$ cat config.mk
export PLATFORM = sky130hd
export DESIGN_NAME = audio_mixer_n_flat
export DESIGN_NICKNAME = d
export VERILOG_FILES = /design/src/rtl/audio_mixer_n_if.sv /design/src/rtl/audio_mixer_n.sv /design/src/flat_wrapper.sv
export SDC_FILE = /design/constraint.sdc
export NUM_CORES = 1
export LEC_CHECK = 0
export CAP_MARGIN = 20
export CORE_AREA = 2 2 251 253
export DETAILED_ROUTE_END_ITERATION = 10
export DIE_AREA = 0 0 253 255
export SYNTH_ARGS = -nofsm -noshare
export SYNTH_HDL_FRONTEND = slang
export SYNTH_SLANG_ARGS = --single-unit
$ cat constraint.sdc
create_clock -name mclk -period 8.58 [get_ports mclk]
set_input_delay 0.858 -clock mclk [delete_from_list [all_inputs] [get_ports mclk]]
set_output_delay 0.858 -clock mclk [all_outputs]
set_load 0.05 [all_outputs]
$ cat src/rtl/audio_mixer_n_if.sv
// Bus bundle for audio_mixer_n: source snapshot inputs, LR clock and buffer-write outputs.
// The mixer connects through the slave modport; the source/buffer side uses master.
interface audio_mixer_n_if #(
    parameter int unsigned NUM_CH          = 5,
    parameter int unsigned SAMPLE_BITS     = 16,
    parameter int unsigned VOLUME_BITS     = 8,
    parameter int unsigned MASTER_VOL_BITS = 4,
    parameter int unsigned BUF_LEN         = 256
);
    localparam int unsigned INDEX_BITS = $clog2(BUF_LEN);

    logic                            lrclk;
    logic [NUM_CH*SAMPLE_BITS-1:0]   ch_sample;
    logic [NUM_CH*VOLUME_BITS-1:0]   ch_vol;
    logic [NUM_CH-1:0]               ch_mute;
    logic [MASTER_VOL_BITS-1:0]      master_vol;
    logic [INDEX_BITS-1:0]           play_index;
    logic                            wr_en;
    logic [INDEX_BITS-1:0]           wr_addr;
    logic [SAMPLE_BITS-1:0]          wr_data;
    logic                            busy;
    logic                            clip;
    logic                            overrun;
    logic [15:0]                     clip_count;

    modport master (
        output lrclk, ch_sample, ch_vol, ch_mute, master_vol, play_index,
        input  wr_en, wr_addr, wr_data, busy, clip, overrun, clip_count
    );

    modport slave (
        input  lrclk, ch_sample, ch_vol, ch_mute, master_vol, play_index,
        output wr_en, wr_addr, wr_data, busy, clip, overrun, clip_count
    );
endinterface

$ cat src/rtl/audio_mixer_n.sv
// N-channel audio mixer: snapshot on lrclk fall, time-shared MAC, master gain, saturate, buffer write.
// Optional clip statistics counter enabled by defining MIXER_CLIP_STATS_EN.
module audio_mixer_n #(
    parameter int unsigned NUM_CH          = 5,
    parameter int unsigned SAMPLE_BITS     = 16,
    parameter int unsigned VOLUME_BITS     = 8,
    parameter int unsigned MASTER_VOL_BITS = 4,
    parameter int unsigned BUF_LEN         = 256
) (
    input  logic             mclk,
    input  logic             rst,
    audio_mixer_n_if.slave   bus
);
    localparam int unsigned INDEX_BITS = $clog2(BUF_LEN);
    localparam int unsigned CNT_W      = (NUM_CH > 1) ? $clog2(NUM_CH) : 1;
    localparam int unsigned TERM_W     = SAMPLE_BITS + VOLUME_BITS + 1;
    localparam int unsigned ACC_W      = TERM_W + $clog2(NUM_CH);
    localparam int unsigned PROD_W     = ACC_W + MASTER_VOL_BITS + 1;

    localparam logic signed [PROD_W-1:0] SAT_MAX = PROD_W'((64'sd1 <<< (SAMPLE_BITS - 1)) - 64'sd1);
    localparam logic signed [PROD_W-1:0] SAT_MIN = ~SAT_MAX;

    typedef enum logic [1:0] {S_IDLE, S_ACCUM, S_SCALE, S_WRITE} state_t;

    state_t state_q, state_d;

    logic                                  lrclk_q;
    logic                                  fall;
    logic                                  busy;

    logic [NUM_CH-1:0][SAMPLE_BITS-1:0]    snap_sample_q, snap_sample_d;
    logic [NUM_CH-1:0][VOLUME_BITS-1:0]    snap_vol_q, snap_vol_d;
    logic [NUM_CH-1:0]                     snap_mute_q, snap_mute_d;
    logic [MASTER_VOL_BITS-1:0]            snap_mv_q, snap_mv_d;
    logic [INDEX_BITS-1:0]                 snap_idx_q, snap_idx_d;

    logic signed [ACC_W-1:0]               acc_q, acc_d;
    logic [CNT_W-1:0]                      ch_cnt_q, ch_cnt_d;

    logic                                  wr_en_q, wr_en_d;
    logic [INDEX_BITS-1:0]                 wr_addr_q, wr_addr_d;
    logic [SAMPLE_BITS-1:0]                wr_data_q, wr_data_d;
    logic                                  clip_q, clip_d;
    logic                                  overrun_q, overrun_d;

    logic signed [TERM_W-1:0]              term;
    logic signed [PROD_W-1:0]              shifted, gain, prod, mixed;
    logic [SAMPLE_BITS-1:0]                sat_data;
    logic                                  sat_flag;

`ifdef MIXER_CLIP_STATS_EN
    logic [15:0]                           clip_count_q, clip_count_d;
`endif

    assign fall = lrclk_q & ~bus.lrclk;
    assign busy = (state_q != S_IDLE);

    // State register and all datapath flops
    always_ff @(posedge mclk or posedge rst) begin
        if (rst) begin
            state_q       <= S_IDLE;
            lrclk_q       <= 1'b1;
            snap_sample_q <= '0;
            snap_vol_q    <= '0;
            snap_mute_q   <= '0;
            snap_mv_q     <= '0;
            snap_idx_q    <= '0;
            acc_q         <= '0;
            ch_cnt_q      <= '0;
            wr_en_q       <= 1'b0;
            wr_addr_q     <= '0;
            wr_data_q     <= '0;
            clip_q        <= 1'b0;
            overrun_q     <= 1'b0;
`ifdef MIXER_CLIP_STATS_EN
            clip_count_q  <= '0;
`endif
        end else begin
            state_q       <= state_d;
            lrclk_q       <= bus.lrclk;
            snap_sample_q <= snap_sample_d;
            snap_vol_q    <= snap_vol_d;
            snap_mute_q   <= snap_mute_d;
            snap_mv_q     <= snap_mv_d;
            snap_idx_q    <= snap_idx_d;
            acc_q         <= acc_d;
            ch_cnt_q      <= ch_cnt_d;
            wr_en_q       <= wr_en_d;
            wr_addr_q     <= wr_addr_d;
            wr_data_q     <= wr_data_d;
            clip_q        <= clip_d;
            overrun_q     <= overrun_d;
`ifdef MIXER_CLIP_STATS_EN
            clip_count_q  <= clip_count_d;
`endif
        end
    end

    // Next-state logic
    always_comb begin
        state_d = state_q;
        case (state_q)
            S_IDLE:  if (fall) state_d = S_ACCUM;
            S_ACCUM: if (ch_cnt_q == CNT_W'(NUM_CH - 1)) state_d = S_SCALE;
            S_SCALE: state_d = S_WRITE;
            S_WRITE: state_d = S_IDLE;
            default: state_d = S_IDLE;
        endcase
    end

    // Shared MAC term and the master-gain/saturation path evaluated during SCALE
    always_comb begin
        term = '0;
        if (!snap_mute_q[ch_cnt_q]) begin
            term = $signed(snap_sample_q[ch_cnt_q]) * $signed({1'b0, snap_vol_q[ch_cnt_q]});
        end

        shifted = PROD_W'(acc_q) >>> VOLUME_BITS;
        gain    = $signed(PROD_W'({1'b0, snap_mv_q}) + PROD_W'(1));
        prod    = shifted * gain;
        mixed   = prod >>> MASTER_VOL_BITS;

        sat_flag = 1'b0;
        sat_data = mixed[SAMPLE_BITS-1:0];
        if (mixed > SAT_MAX) begin
            sat_flag = 1'b1;
            sat_data = SAT_MAX[SAMPLE_BITS-1:0];
        end else if (mixed < SAT_MIN) begin
            sat_flag = 1'b1;
            sat_data = SAT_MIN[SAMPLE_BITS-1:0];
        end
    end

    // Output/datapath next values; write results are registered at the end of SCALE
    always_comb begin
        snap_sample_d = snap_sample_q;
        snap_vol_d    = snap_vol_q;
        snap_mute_d   = snap_mute_q;
        snap_mv_d     = snap_mv_q;
        snap_idx_d    = snap_idx_q;
        acc_d         = acc_q;
        ch_cnt_d      = ch_cnt_q;
        wr_en_d       = 1'b0;
        wr_addr_d     = wr_addr_q;
        wr_data_d     = wr_data_q;
        clip_d        = clip_q;
        overrun_d     = overrun_q | (fall & busy);
`ifdef MIXER_CLIP_STATS_EN
        clip_count_d  = clip_count_q;
`endif
        case (state_q)
            S_IDLE: begin
                if (fall) begin
                    snap_sample_d = bus.ch_sample;
                    snap_vol_d    = bus.ch_vol;
                    snap_mute_d   = bus.ch_mute;
                    snap_mv_d     = bus.master_vol;
                    snap_idx_d    = bus.play_index;
                    acc_d         = '0;
                    ch_cnt_d      = '0;
                end
            end
            S_ACCUM: begin
                acc_d    = acc_q + ACC_W'(term);
                ch_cnt_d = ch_cnt_q + 1'b1;
            end
            S_SCALE: begin
                wr_en_d   = 1'b1;
                wr_data_d = sat_data;
                clip_d    = sat_flag;
                wr_addr_d = snap_idx_q - 1'b1;
`ifdef MIXER_CLIP_STATS_EN
                if (sat_flag && (clip_count_q != '1)) clip_count_d = clip_count_q + 1'b1;
`endif
            end
            default: ;
        endcase
    end

    assign bus.wr_en   = wr_en_q;
    assign bus.wr_addr = wr_addr_q;
    assign bus.wr_data = wr_data_q;
    assign bus.clip    = clip_q;
    assign bus.overrun = overrun_q;
    assign bus.busy    = busy;
`ifdef MIXER_CLIP_STATS_EN
    assign bus.clip_count = clip_count_q;
`else
    assign bus.clip_count = '0;
`endif
endmodule

$ cat src/flat_wrapper.sv
// flat-port wrapper written by rule: the top's interface ports become plain ports
module audio_mixer_n_flat 
#(
    parameter int unsigned NUM_CH          = 5,
    parameter int unsigned SAMPLE_BITS     = 16,
    parameter int unsigned VOLUME_BITS     = 8,
    parameter int unsigned MASTER_VOL_BITS = 4,
    parameter int unsigned BUF_LEN         = 256
)
  (mclk, rst, bus_lrclk, bus_ch_sample, bus_ch_vol, bus_ch_mute, bus_master_vol, bus_play_index, bus_wr_en, bus_wr_addr, bus_wr_data, bus_busy, bus_clip, bus_overrun, bus_clip_count);
  audio_mixer_n_if #(.NUM_CH(NUM_CH), .SAMPLE_BITS(SAMPLE_BITS), .VOLUME_BITS(VOLUME_BITS), .MASTER_VOL_BITS(MASTER_VOL_BITS), .BUF_LEN(BUF_LEN)) bus_i ();
  input  logic mclk;
  input  logic rst;
  input wire logic [$bits(bus_i.lrclk)-1:0] bus_lrclk;
  input wire logic [$bits(bus_i.ch_sample)-1:0] bus_ch_sample;
  input wire logic [$bits(bus_i.ch_vol)-1:0] bus_ch_vol;
  input wire logic [$bits(bus_i.ch_mute)-1:0] bus_ch_mute;
  input wire logic [$bits(bus_i.master_vol)-1:0] bus_master_vol;
  input wire logic [$bits(bus_i.play_index)-1:0] bus_play_index;
  output wire logic [$bits(bus_i.wr_en)-1:0] bus_wr_en;
  output wire logic [$bits(bus_i.wr_addr)-1:0] bus_wr_addr;
  output wire logic [$bits(bus_i.wr_data)-1:0] bus_wr_data;
  output wire logic [$bits(bus_i.busy)-1:0] bus_busy;
  output wire logic [$bits(bus_i.clip)-1:0] bus_clip;
  output wire logic [$bits(bus_i.overrun)-1:0] bus_overrun;
  output wire logic [$bits(bus_i.clip_count)-1:0] bus_clip_count;
  assign bus_i.lrclk = bus_lrclk;
  assign bus_i.ch_sample = bus_ch_sample;
  assign bus_i.ch_vol = bus_ch_vol;
  assign bus_i.ch_mute = bus_ch_mute;
  assign bus_i.master_vol = bus_master_vol;
  assign bus_i.play_index = bus_play_index;
  assign bus_wr_en = bus_i.wr_en;
  assign bus_wr_addr = bus_i.wr_addr;
  assign bus_wr_data = bus_i.wr_data;
  assign bus_busy = bus_i.busy;
  assign bus_clip = bus_i.clip;
  assign bus_overrun = bus_i.overrun;
  assign bus_clip_count = bus_i.clip_count;
  audio_mixer_n #(.NUM_CH(NUM_CH), .SAMPLE_BITS(SAMPLE_BITS), .VOLUME_BITS(VOLUME_BITS), .MASTER_VOL_BITS(MASTER_VOL_BITS), .BUF_LEN(BUF_LEN)) u_core (.mclk(mclk), .rst(rst), .bus(bus_i));
endmodule
==> impl_metrics.env <==
export IMPL_status="finished, final reports clean"
export IMPL_hpwl_um=33200
export IMPL_seq_area_frac_synth=0.270
export IMPL_synthCells=1900
export IMPL_fin_nets=2482
export IMPL_layout_drive_gt1_share=0.117
export IMPL_fin_hold_ws_ps=486
export IMPL_path_clk_slew_ps=80
export IMPL_tritoncts="built"
export IMPL_final_cells=2861
export IMPL_tns_ps=0
export IMPL_num_rows=92
export IMPL_min_delay_start="u_core.bus.overrun"
export IMPL_clkLatencyLatePin_ps=460
export IMPL_antenna_cells=0
export IMPL_n_fill_cell=6338
export IMPL_grt_max_degree=146
export IMPL_rsz0062_at_grt="no"
export IMPL_cts_num_sinks=198
export IMPL_cts_buffer_depth=2
export IMPL_setup_viol=0
export IMPL_die_w_um=253
export IMPL_cp_slowest_cell="dfrtp_4"
export IMPL_yosysWarnings=0
export IMPL_port_buffers=167
export IMPL_area_delta_synth_final_pct=18.0
export IMPL_crit_fanout=22
export IMPL_synthFlopType="dfrtp_1"
export IMPL_vias=13222
export IMPL_worst_pin_slew_ps=1060
export IMPL_drtPass1Iterations=5
export IMPL_rr_endpoint="u_core.acc_q[27]"
export IMPL_cts_hold_buf=0
export IMPL_busiest_layer="met2"
export IMPL_grt_first_pass_wirelength_um=70000
export IMPL_async_flop_share=1.00
export IMPL_use_met2=0.230
export IMPL_drc_errors=0
export IMPL_min_period_over_period=0.937
export IMPL_syn_area_per_cell_um2=9.64
export IMPL_pin_count=184
export IMPL_start_util=0.295
export IMPL_fin_skew_ps=14.8
export IMPL_netlist_area_um2=18300
export IMPL_critPathMaxStageDelay_ps=590
export IMPL_drtIter0Drc=476
export IMPL_grt_overflow_total=0
export IMPL_grt_use_total=0.132
export IMPL_min_period_ps=8040
export IMPL_post_drt_wl_per_cell_um=14.6
export IMPL_antenna_found_initial=0
export IMPL_finalHoldViolCount=0
export IMPL_rrSetupSlack_ps=540
export IMPL_hold_depth=1
export IMPL_relSlewSlack=0.292
export IMPL_end_kind="register"
export IMPL_slew_violations=0
export IMPL_grt_pass1_vias=14189
export IMPL_start_kind="register"
export IMPL_hp_class="register to register"
export IMPL_r2r_start="u_core.ch_cnt_q[2]"
export IMPL_placed_area_um2=20900
export IMPL_ys_types=80
export IMPL_gp_congestion=0.833
export IMPL_place_inst=2825
export IMPL_mostFrequentLayoutCell="inv_1"
export IMPL_cts_root_buf="clkbuf_16"
export IMPL_fp_coreArea_um2=62200
export IMPL_seq_area_um2=4960
export IMPL_max_freq_mhz=124
export IMPL_die_h_um=255
export IMPL_multi_input_area_um2=12000
export IMPL_synth_edf_count=0
export IMPL_cp_arrival_ps=8380
export IMPL_design_area_um2=21600
export IMPL_use_met1=0.169
export IMPL_hold_end="u_core.bus.overrun"
export IMPL_ant_nets=0
export IMPL_avgViaCountPerCell=4.62
export IMPL_most_common_layout_cells="289 x inv_1, 195 x dfrtp_1, 167 x clkdlybuf4s50_1"
export IMPL_max_cap_violations=0
export IMPL_drt_total_wl_um=41800
export IMPL_cts_buffers=17
export IMPL_ys_ff_latch=198
export IMPL_grtUsageMet3=0.0276
export IMPL_critical_path_class="register to register"
export IMPL_reg2reg_depth=33
export IMPL_ctsHtreeMaxLevel=4
export IMPL_required_ps=8920
export IMPL_dieArea_um2=64500
export IMPL_path_common_cell="a21oi_1"
## per-layer routing
| metal | up-vias | share of wire |
|---|---|---|
| li1 | 6482 | - |
| met2 | 206 | 0.49 |
| met1 | 6501 | 0.46 |
| met5 | - | 0 |
| met4 | 0 | 0.011 |
| met3 | 33 | 0.044 |
## synth_stat cells (all sizes together) (7+ instances only)
library cell / n / share of area
a221o: 7 / 0.0038
o22a: 25 / 0.012
o21ai: 61 / 0.017
mux2: 138 / 0.085
a31oi: 13 / 0.0048
nand2b: 29 / 0.0099
nand2: 138 / 0.028
fa: 164 / 0.18
and3: 13 / 0.0044
o22ai: 19 / 0.0068
nand3: 8 / 0.0022
a21o: 29 / 0.012
nor3: 15 / 0.0044
a21oi: 74 / 0.020
clkbuf: 59 / 0.012
xor2: 23 / 0.011
mux2i: 51 / 0.029
dfrtp: 197 / 0.27
ha: 129 / 0.088
o21a: 10 / 0.0041
a211oi: 12 / 0.0056
o21bai: 15 / 0.0061
xnor2: 48 / 0.023
buf: 25 / 0.0090
nor2b: 37 / 0.013
inv: 290 / 0.059
or2: 9 / 0.0032
nor2: 167 / 0.035
and2: 36 / 0.012
## worst max-delay path by stage
stage	cells after the start	startpoint	to
2_1_floorplan	35	u_core.ch_cnt_q[0]	u_core.acc_q[27]
3_3_place_gp	28	u_core.ch_cnt_q[2]	u_core.acc_q[27]
3_5_place_dp	33	u_core.ch_cnt_q[2]	u_core.acc_q[27]
4_1_cts	33	u_core.ch_cnt_q[2]	u_core.acc_q[27]
5_1_grt	33	u_core.ch_cnt_q[2]	u_core.acc_q[26]
6_report	33	u_core.ch_cnt_q[2]	u_core.acc_q[27]
## per-stage QoR
stage / setup slack (ps) / util
after floorplan: 435 / -
after global placement: 278 / 0.337
after detailed placement: 176 / 0.337
after CTS: 132 / 0.346
after global routing: 7.72 / 0.348
final: 538 / 0.348
## cell type report
class                      count  share of cell area
multi-input combinational   1341               0.554
timing repair buffer         199              0.0912
sequential                   198               0.229
inverter                     292              0.0510
clock buffer                  17              0.0197
tap                          799              0.0462
clock inverter                15             0.00827
## worst max-delay path: cells and delay by family (launching register included)
| kind | cells | cell delay (ps) |
|---|---|---|
| and+or+nand+nor | 4 | 610 |
| buffers and inverters | 5 | 530 |
| xor gates and xnor gates | 1 | 170 |
| AOI/OAI and AO/OA | 17 | 3620 |
| adders and majority gates | 6 | 2390 |
| DFF | 1 | 590 |
## cells by family after synthesis
group | synth area share
AND/OR/NAND/NOR | 0.121
buffers and inverters | 0.0809
AO/OA/AOI/OAI | 0.112
adder cells (fa/ha/maj) | 0.268
flip-flops | 0.270
multiplexers | 0.113
XOR/XNOR | 0.0343
other | 0.000205
## registers in the layout (all words and copies together) (netlist names)
name and cells:
u_core.lrclk_q 1, u_core.snap_mute_q 5, u_core.snap_mv_q 4, u_core.snap_sample_q 80, u_core.acc_q 28, u_core.bus.wr_data 16
u_core.state_q 2, u_core.snap_idx_q 8, u_core.bus.wr_en 1, u_core.bus.clip 1, u_core.bus.wr_addr 8, u_core.snap_vol_q 40
u_core.ch_cnt_q 3, u_core.bus.overrun 1
## what timing repair did
item | in CTS | in global routing
setup buffers | 0 | 2
setup endpoints to repair | 0 | 7
resized for setup | 0 | 9
Power is left out: the tool's default activity adds up to more than one toggle a clock period on the data nets, which glitch-free logic cannot reach.
